<file path="config.mk">
export PLATFORM = sky130hd
export DESIGN_NAME = ascon_decrypt_top_flat
export DESIGN_NICKNAME = d
export VERILOG_FILES = /design/src/rtl/ascon_decrypt_top_if.sv /design/src/rtl/ascon_decrypt_top.sv /design/src/flat_wrapper.sv
export SDC_FILE = /design/constraint.sdc
export NUM_CORES = 2
export LEC_CHECK = 0
export BUFFER_PORTS_ARGS = -buffer_cell sky130_fd_sc_hd__buf_2
export CAP_MARGIN = 10
export CORE_UTILIZATION = 66
export CTS_BUF_LIST = sky130_fd_sc_hd__clkbuf_2
export DETAILED_ROUTE_END_ITERATION = 6
export GPL_ROUTABILITY_DRIVEN = 0
export GPL_TIMING_DRIVEN = 1
export PLACE_DENSITY = 0.86
export RECOVER_POWER = 25
export SLEW_MARGIN = 15
export SYNTH_ARGS = -nofsm -noshare
export SYNTH_HDL_FRONTEND = slang
export SYNTH_SLANG_ARGS = --single-unit
</file>
<file path="constraint.sdc">
create_clock -name clock_i -period 11.9 [get_ports clock_i]
set_input_delay 1.19 -clock clock_i [delete_from_list [all_inputs] [get_ports clock_i]]
set_output_delay 1.19 -clock clock_i [all_outputs]
set_load 0.02 [all_outputs]
</file>
<file path="src/rtl/ascon_decrypt_top_if.sv">
// Bus bundle for the Ascon-128 decryption engine.
// Carries: start/key/nonce, 64-bit AD/ciphertext stream with valid/ready,
// received tag in; plaintext with valid pulse, recomputed tag, auth flag and end out.
interface ascon_decrypt_top_if;
  logic         start_i;
  logic [127:0] key_i;
  logic [127:0] nonce_i;
  logic [63:0]  data_i;
  logic         data_valid_i;
  logic [127:0] tag_i;
  logic         ready_o;
  logic [63:0]  plain_o;
  logic         plain_valid_o;
  logic [127:0] tag_o;
  logic         auth_ok_o;
  logic         end_o;

  // Message source / result sink side.
  modport master (
    output start_i, key_i, nonce_i, data_i, data_valid_i, tag_i,
    input  ready_o, plain_o, plain_valid_o, tag_o, auth_ok_o, end_o
  );

  // Decryption engine side.
  modport slave (
    input  start_i, key_i, nonce_i, data_i, data_valid_i, tag_i,
    output ready_o, plain_o, plain_valid_o, tag_o, auth_ok_o, end_o
  );
endinterface

</file>
<file path="src/rtl/ascon_decrypt_top.sv">
// Ascon-128 authenticated decryption: init, one AD block, NB_BLOCKS ciphertext
// blocks, finalisation and tag compare; one permutation round per cycle.
// Ports: clock_i (rising edge), resetb_i (async active-low), bus (slave modport):
//   start/key/nonce/data/data_valid/tag in; ready/plain/plain_valid/tag/auth_ok/end out.
module ascon_decrypt_top #(
  parameter int NB_BLOCKS = 3
) (
  input  logic                 clock_i,
  input  logic                 resetb_i,
  ascon_decrypt_top_if.slave   bus
);

  typedef logic [4:0][63:0] ascon_state_t;  // element i is S<i>, S0 = rate word

  typedef enum logic [2:0] {
    IDLE, INIT, WAIT_AD, PB_AD, WAIT_CT, PB_CT, FINAL, DONE
  } fsm_t;

  localparam logic [63:0] IV       = 64'h80400C0600000000;
  localparam logic [3:0]  LAST_BLK = 4'(NB_BLOCKS - 1);
  localparam logic [3:0]  LAST_RND = 4'd11;

  function automatic logic [63:0] ror64(input logic [63:0] x, input int n);
    return (x >> n) | (x << (64 - n));
  endfunction

  // One Ascon round: constant addition, bitsliced S-box, linear diffusion.
  function automatic ascon_state_t ascon_round(input ascon_state_t s, input logic [3:0] r);
    ascon_state_t x;
    logic [63:0]  t0, t1, t2, t3, t4;
    x = s;
    x[2][7:0] = x[2][7:0] ^ {4'hF - r, r};
    x[0] = x[0] ^ x[4];
    x[4] = x[4] ^ x[3];
    x[2] = x[2] ^ x[1];
    t0 = ~x[0] & x[1];
    t1 = ~x[1] & x[2];
    t2 = ~x[2] & x[3];
    t3 = ~x[3] & x[4];
    t4 = ~x[4] & x[0];
    x[0] = x[0] ^ t1;
    x[1] = x[1] ^ t2;
    x[2] = x[2] ^ t3;
    x[3] = x[3] ^ t4;
    x[4] = x[4] ^ t0;
    x[1] = x[1] ^ x[0];
    x[0] = x[0] ^ x[4];
    x[3] = x[3] ^ x[2];
    x[2] = ~x[2];
    x[0] = x[0] ^ ror64(x[0], 19) ^ ror64(x[0], 28);
    x[1] = x[1] ^ ror64(x[1], 61) ^ ror64(x[1], 39);
    x[2] = x[2] ^ ror64(x[2], 1)  ^ ror64(x[2], 6);
    x[3] = x[3] ^ ror64(x[3], 10) ^ ror64(x[3], 17);
    x[4] = x[4] ^ ror64(x[4], 7)  ^ ror64(x[4], 41);
    return x;
  endfunction

  fsm_t         state_q, state_n;
  ascon_state_t s_q, s_step;
  logic [3:0]   rnd_q;
  logic [3:0]   blk_q;
  logic [127:0] tag_rx_q;
  logic [127:0] tag_calc;
  logic         ready_q, plain_vld_q, auth_q, end_q;
  logic [63:0]  plain_q;
  logic [127:0] tag_q;

  assign bus.ready_o       = ready_q;
  assign bus.plain_o       = plain_q;
  assign bus.plain_valid_o = plain_vld_q;
  assign bus.tag_o         = tag_q;
  assign bus.auth_ok_o     = auth_q;
  assign bus.end_o         = end_q;

  // Round output with the key / domain-separation injections that close INIT and PB_AD.
  always_comb begin
    s_step = ascon_round(s_q, rnd_q);
    if (rnd_q == LAST_RND) begin
      if (state_q == INIT) begin
        s_step[3] = s_step[3] ^ bus.key_i[127:64];
        s_step[4] = s_step[4] ^ bus.key_i[63:0];
      end else if (state_q == PB_AD) begin
        s_step[4][0] = ~s_step[4][0];
      end
    end
  end

  assign tag_calc = {s_step[3], s_step[4]} ^ bus.key_i;

  // Next-state logic.
  always_comb begin
    state_n = state_q;
    case (state_q)
      IDLE, DONE: if (bus.start_i) state_n = INIT;
      INIT:       if (rnd_q == LAST_RND) state_n = WAIT_AD;
      WAIT_AD:    if (bus.data_valid_i) state_n = PB_AD;
      PB_AD:      if (rnd_q == LAST_RND) state_n = WAIT_CT;
      WAIT_CT:    if (bus.data_valid_i) state_n = (blk_q < LAST_BLK) ? PB_CT : FINAL;
      PB_CT:      if (rnd_q == LAST_RND) state_n = WAIT_CT;
      FINAL:      if (rnd_q == LAST_RND) state_n = DONE;
      default:    state_n = IDLE;
    endcase
  end

  always_ff @(posedge clock_i or negedge resetb_i) begin
    if (!resetb_i) begin
      state_q     <= IDLE;
      s_q         <= '0;
      rnd_q       <= '0;
      blk_q       <= '0;
      tag_rx_q    <= '0;
      ready_q     <= 1'b0;
      plain_q     <= '0;
      plain_vld_q <= 1'b0;
      tag_q       <= '0;
      auth_q      <= 1'b0;
      end_q       <= 1'b0;
    end else begin
      state_q     <= state_n;
      // Registered ready: high exactly while sitting in a WAIT state.
      ready_q     <= (state_n == WAIT_AD) || (state_n == WAIT_CT);
      plain_vld_q <= 1'b0;
      case (state_q)
        IDLE, DONE: begin
          if (bus.start_i) begin
            s_q    <= {bus.nonce_i[63:0], bus.nonce_i[127:64],
                       bus.key_i[63:0], bus.key_i[127:64], IV};
            rnd_q  <= '0;
            blk_q  <= '0;
            end_q  <= 1'b0;
            auth_q <= 1'b0;
          end
        end
        INIT, PB_AD, PB_CT: begin
          s_q   <= s_step;
          rnd_q <= rnd_q + 4'd1;
        end
        WAIT_AD: begin
          if (bus.data_valid_i) begin
            s_q[0] <= s_q[0] ^ bus.data_i;
            rnd_q  <= 4'd6;
          end
        end
        WAIT_CT: begin
          if (bus.data_valid_i) begin
            plain_q     <= s_q[0] ^ bus.data_i;
            plain_vld_q <= 1'b1;
            // Decryption replaces the rate with the ciphertext so the sponge
            // state tracks the encryptor exactly.
            s_q[0]      <= bus.data_i;
            if (blk_q < LAST_BLK) begin
              blk_q <= blk_q + 4'd1;
              rnd_q <= 4'd6;
            end else begin
              s_q[1]   <= s_q[1] ^ bus.key_i[127:64];
              s_q[2]   <= s_q[2] ^ bus.key_i[63:0];
              tag_rx_q <= bus.tag_i;
              rnd_q    <= '0;
            end
          end
        end
        FINAL: begin
          s_q   <= s_step;
          rnd_q <= rnd_q + 4'd1;
          if (rnd_q == LAST_RND) begin
            tag_q  <= tag_calc;
            auth_q <= (tag_calc == tag_rx_q);
            end_q  <= 1'b1;
          end
        end
        default: ;
      endcase
    end
  end

endmodule

</file>
<file path="src/flat_wrapper.sv">
// flat-port wrapper written by rule: the top's interface ports become plain ports
module ascon_decrypt_top_flat 
#(
  parameter int NB_BLOCKS = 3
)
  (clock_i, resetb_i, bus_start_i, bus_key_i, bus_nonce_i, bus_data_i, bus_data_valid_i, bus_tag_i, bus_ready_o, bus_plain_o, bus_plain_valid_o, bus_tag_o, bus_auth_ok_o, bus_end_o);
  ascon_decrypt_top_if bus_i ();
  input  logic clock_i;
  input  logic resetb_i;
  input wire logic [$bits(bus_i.start_i)-1:0] bus_start_i;
  input wire logic [$bits(bus_i.key_i)-1:0] bus_key_i;
  input wire logic [$bits(bus_i.nonce_i)-1:0] bus_nonce_i;
  input wire logic [$bits(bus_i.data_i)-1:0] bus_data_i;
  input wire logic [$bits(bus_i.data_valid_i)-1:0] bus_data_valid_i;
  input wire logic [$bits(bus_i.tag_i)-1:0] bus_tag_i;
  output wire logic [$bits(bus_i.ready_o)-1:0] bus_ready_o;
  output wire logic [$bits(bus_i.plain_o)-1:0] bus_plain_o;
  output wire logic [$bits(bus_i.plain_valid_o)-1:0] bus_plain_valid_o;
  output wire logic [$bits(bus_i.tag_o)-1:0] bus_tag_o;
  output wire logic [$bits(bus_i.auth_ok_o)-1:0] bus_auth_ok_o;
  output wire logic [$bits(bus_i.end_o)-1:0] bus_end_o;
  assign bus_i.start_i = bus_start_i;
  assign bus_i.key_i = bus_key_i;
  assign bus_i.nonce_i = bus_nonce_i;
  assign bus_i.data_i = bus_data_i;
  assign bus_i.data_valid_i = bus_data_valid_i;
  assign bus_i.tag_i = bus_tag_i;
  assign bus_ready_o = bus_i.ready_o;
  assign bus_plain_o = bus_i.plain_o;
  assign bus_plain_valid_o = bus_i.plain_valid_o;
  assign bus_tag_o = bus_i.tag_o;
  assign bus_auth_ok_o = bus_i.auth_ok_o;
  assign bus_end_o = bus_i.end_o;
  ascon_decrypt_top #(.NB_BLOCKS(NB_BLOCKS)) u_core (.clock_i(clock_i), .resetb_i(resetb_i), .bus(bus_i));
endmodule
</file>
==> metrics.yaml, run 1 <==
start_util_pct: 67.1
netlist_area_sq_um: 51300
synth_edf_count: 0
ys_types: 79
die_y_microns: 281
h-tree-depth: 4
stop_error: "[ERROR GRT-0116] Global routing finished with congestion. Check the congestion regions in the DRC Viewer."
yosysSeqAreaShare_pct: 31.9
ioPinCount: 648
ctsResizeCount: 0
ys_top_cells_by_count: "xnor2_1 (827), o21ai_0 (710), nand2_1 (706)"
synthCells: 5784
portBuffers: 647
ys_ff_latch: 655
die_w_microns: 281
syn-num-nets: 6366
stop_stage: "5_1_grt"
max-clock-path-buffers: 3
synthDominantCellAreaShare_pct: 31.9
numClockSinks: 655
overflow: 60
dp_slack_ns: 6.51
clockRootBuffer: "clkbuf_2"
place_hpwl_mm: 193
avgSynthCellArea_sq_um: 8.87
synth_area_leaders: "dfrtp_1 (32%), xnor2_1 (14%), xor2_1 (8.8%)"
grt_pass1_vias: 55700
grt_pass1_wl_mm: 398
yosysMostFrequentCell: "xnor2_1"
yosysTopAreaCell: "dfrtp_1"
postSynth.asyncResetShare_pct: 100
grt_max_degree: 257
synth_warnings: 0
synth_flop_cell: "dfrtp_1"
rows: 101
grt_usage_pct: 71.3
cts-buffers-inserted: 175
status: "did not finish"
==> per-stage QoR <==
step | std cells | cell area (sq um) | hold WS [ns]
floorplan | 5784 | 51300 | 0.455
detailed placement | 7255 | 55700 | 0.465
CTS | 7751 | 59200 | 0.000965
global placement | 7255 | 55700 | 0.458
==> per-layer routing <==
layer / GRT usage (%) / GRT overflow
met5: 33.7 / 0
met1: 70.9 / 2
met3: 60.3 / 2
met2: 85.5 / 33
met4: 68.0 / 23
==> logic make-up after synthesis <==
family | count (synthesis) | synth area share [%]
fa+ha+maj | 137 | 3.31
simple gates | 1401 | 11.7
compound gates | 1460 | 17.0
xor+xnor | 1471 | 28.4
mux | 197 | 4.26
flops | 655 | 31.9
buf+inv | 463 | 3.43
==> timing repair <==
| item | CTS |
|---|---|
| endpoints found under the hold margin | 290 |
| setup buffers | 0 |
| hold buffers | 196 |
==> run 2: changes to the inputs <==
CORE_UTILIZATION = 40   (was 66)
CTS_BUF_LIST = not set   (was sky130_fd_sc_hd__clkbuf_2)
PLACE_DENSITY = not set   (was 0.86)
PLACE_DENSITY_LB_ADDON = 0.15   (was not set)
==> metrics.yaml, run 2 <==
layout_commonest_cell: "xnor2_1"
setup_viol: 0
num_vias: 51200
rows: 131  # +30%
die_w_microns: 360  # +28%
end_kind: "register"
finalHoldViolations: 0
crit_slowest_cell: "clkbuf_1"
synth-adder-area-share_pct: 3.31  # unchanged
synthDominantCellAreaShare_pct: 31.9  # unchanged
wl_mm: 293
fin_tns_setup_ns: 0
ys_types: 79  # unchanged
core_sq_um: 127000
synth_flop_cell: "dfrtp_1"
rsz0062_at_grt: "no"
finalNonFillerCells: 8099
drtAntennaViolNets: 0
violations: "design-rule violations, max-capacitance violations, max-slew violations"
regMostFlops: "u_core.s_q"
largest_reg_flops: 320
min_period_over_period_pct: 61.5
fin_crit_ns: 7.32
yosysMostFrequentCell: "xnor2_1"
worstPathRequired_ns: 12.47
cts-buffers-inserted: 84  # -52%
clockRootBuffer: "clkbuf_16"
drc: 225
layout-drive-gt1-share_pct: 18.4
ys_top_cells_by_count: "xnor2_1 (827), o21ai_0 (710), nand2_1 (706)"
die_y_microns: 360  # +28%
status: "finished, violations left"
cts_tree: "yes"
synth_area_leaders: "dfrtp_1 (32%), xnor2_1 (14%), xor2_1 (8.8%)"
ioPinCount: 648  # unchanged
die-area_sq_um: 130000
grt_usage_pct: 44.1
h-tree-depth: 3  # -1
slowest_delay_ns: 2.96
startpoint: "u_core.state_q[0]"
crit_fanout: 115
r2r_start: "u_core.state_q[0]"
synth_edf_count: 0  # unchanged
final_cell_mix: "xnor2_1 (804), o21ai_0 (709), nand2_1 (702)"
synth_mux_area_share_pct: 4.26  # unchanged
synth-compound-area-share_pct: 17.0  # unchanged
r2r-end: "u_core.bus.tag_o[126]"
wl_per_cell_microns: 36.2
yosysTopAreaCell: "dfrtp_1"
fill_cells: 12600
synth_xor_area_share_pct: 28.4  # unchanged
slew_headroom_pct: -260
drv_slew: 162
critical_path_class: "register to register"
ys_ff_latch: 655  # unchanged
start_util_pct: 40.3  # -27 points
final_nets: 6941
firstDrtPassIters: 7
ctsResizeCount: 0  # unchanged
yosysSeqAreaShare_pct: 31.9  # unchanged
syn-num-nets: 6366  # unchanged
hold_path.class: "register to register"
grt_max_degree: 255
viasPerCell: 6.32
overflow: 0
crit_arrival_ns: 7.89
avgSynthCellArea_sq_um: 8.87  # unchanged
maxCapViolCount: 2
max-clock-path-buffers: 3  # unchanged
crit_path_start_kind: "register"
synthCells: 5784  # unchanged
numClockSinks: 655  # unchanged
fmax_mhz: 137
dp.cells: 7932  # +9.3%
cts_setup_buffers: 0  # unchanged
dp_slack_ns: 6.73  # +0.220 ns
syn_to_final_growth_pct: 16.8
ff2ff_setup_slack_ns: 4.58
antenna_found_initial: 47
tightest_slew_ns: 5.40
place_hpwl_mm: 228  # +18%
clk_latency_ns: 0.75
synth_simple_gate_area_share_pct: 11.7  # unchanged
grt_pass1_wl_mm: 393
ctsHoldBuffers: 0  # -100%
reg2reg_depth: 7
synth_warnings: 0  # unchanged
skew_ns: 0.0561
portBuffers: 647  # unchanged
grt_pass1_vias: 46700
hold_slack_ns: 0.482
path_common_cell: "buf_4"
worst_slack_ns: 4.58
endpoint: "u_core.bus.tag_o[126]"
synth_top_family_by_area: "XOR/XNOR gates"
drt_iter0_drc: 8130
path_clk_slew_ns: 0.07
crit_chain: "clkbuf_1 -> nor2_1 -> nand2_4 -> buf_4 -> buf_4 -> nand2_1 -> o21ai_0"
postSynth.asyncResetShare_pct: 100  # unchanged
netlist_area_sq_um: 51300  # unchanged
-- run 2: cell counts after synthesis --
No cell type changed its count.
-- run 2: per-stage QoR --
| stage | instance area [sq um] | utilization [%] |
|---|---|---|
| after global routing | 59900 | 47.1 |
| after floorplan | 51300 | - |
| after detailed placement | 56900 | 44.7 |
| after CTS | 59800 | 46.9 |
| final | 59900 | 47.1 |
| after global placement | 56900 | 44.7 |
-- run 2: cells by family after synthesis --
family / after synthesis
AO/OA/AOI/OAI: 1460
XOR/XNOR: 1471
adder cells (fa/ha/maj): 137
buffers and inverters: 463
flip-flops: 655
multiplexers: 197
AND/OR/NAND/NOR: 1401
-- run 2: final cells by class --
class / count / area [sq um] / share of cell area, %
diodes: 16 / 40.0 / 0.0668
inverters: 154 / 578 / 0.964
multi-input cells: 4666 / 33600 / 56.0
clock buffers: 118 / 2420 / 4.04
clock inverters: 30 / 422 / 0.703
flip-flops and latches: 655 / 16400 / 27.3
well taps: 1662 / 2080 / 3.47
repair buffers: 798 / 4450 / 7.42
-- run 2: worst min-delay path by stage --
stage | from | end | cells after the start
CTS | u_core.bus.tag_o[19] | u_core.bus.tag_o[19] | 2
floorplan | u_core.blk_q[3] | u_core.blk_q[3] | 1
global route | u_core.bus.tag_o[19] | u_core.bus.tag_o[19] | 2
global placement | u_core.bus.tag_o[19] | u_core.bus.tag_o[19] | 2
finish | u_core.bus.tag_o[19] | u_core.bus.tag_o[19] | 2
detailed placement | u_core.bus.tag_o[19] | u_core.bus.tag_o[19] | 2
-- run 2: critical path, delay by kind of cell, from the launching register on --
family	cells	cell delay, ns
simple gates	3	1.75
flops	1	0.36
buf+inv	3	4.57
compound gates	1	0.27
-- run 2: layer usage --
metal / part of all wire, % / track usage, % / vias up
met5: 0.26 / 3.26 / -
li1: - / - / 21100
met2: 39 / 59.5 / 4031
met3: 15 / 19.9 / 1173
met4: 9.7 / 33.7 / 52
met1: 36 / 53.9 / 24800
Power of run 2 is not shown: default switching activity piles up to over one toggle a cycle in this logic, so the estimate is an artifact.
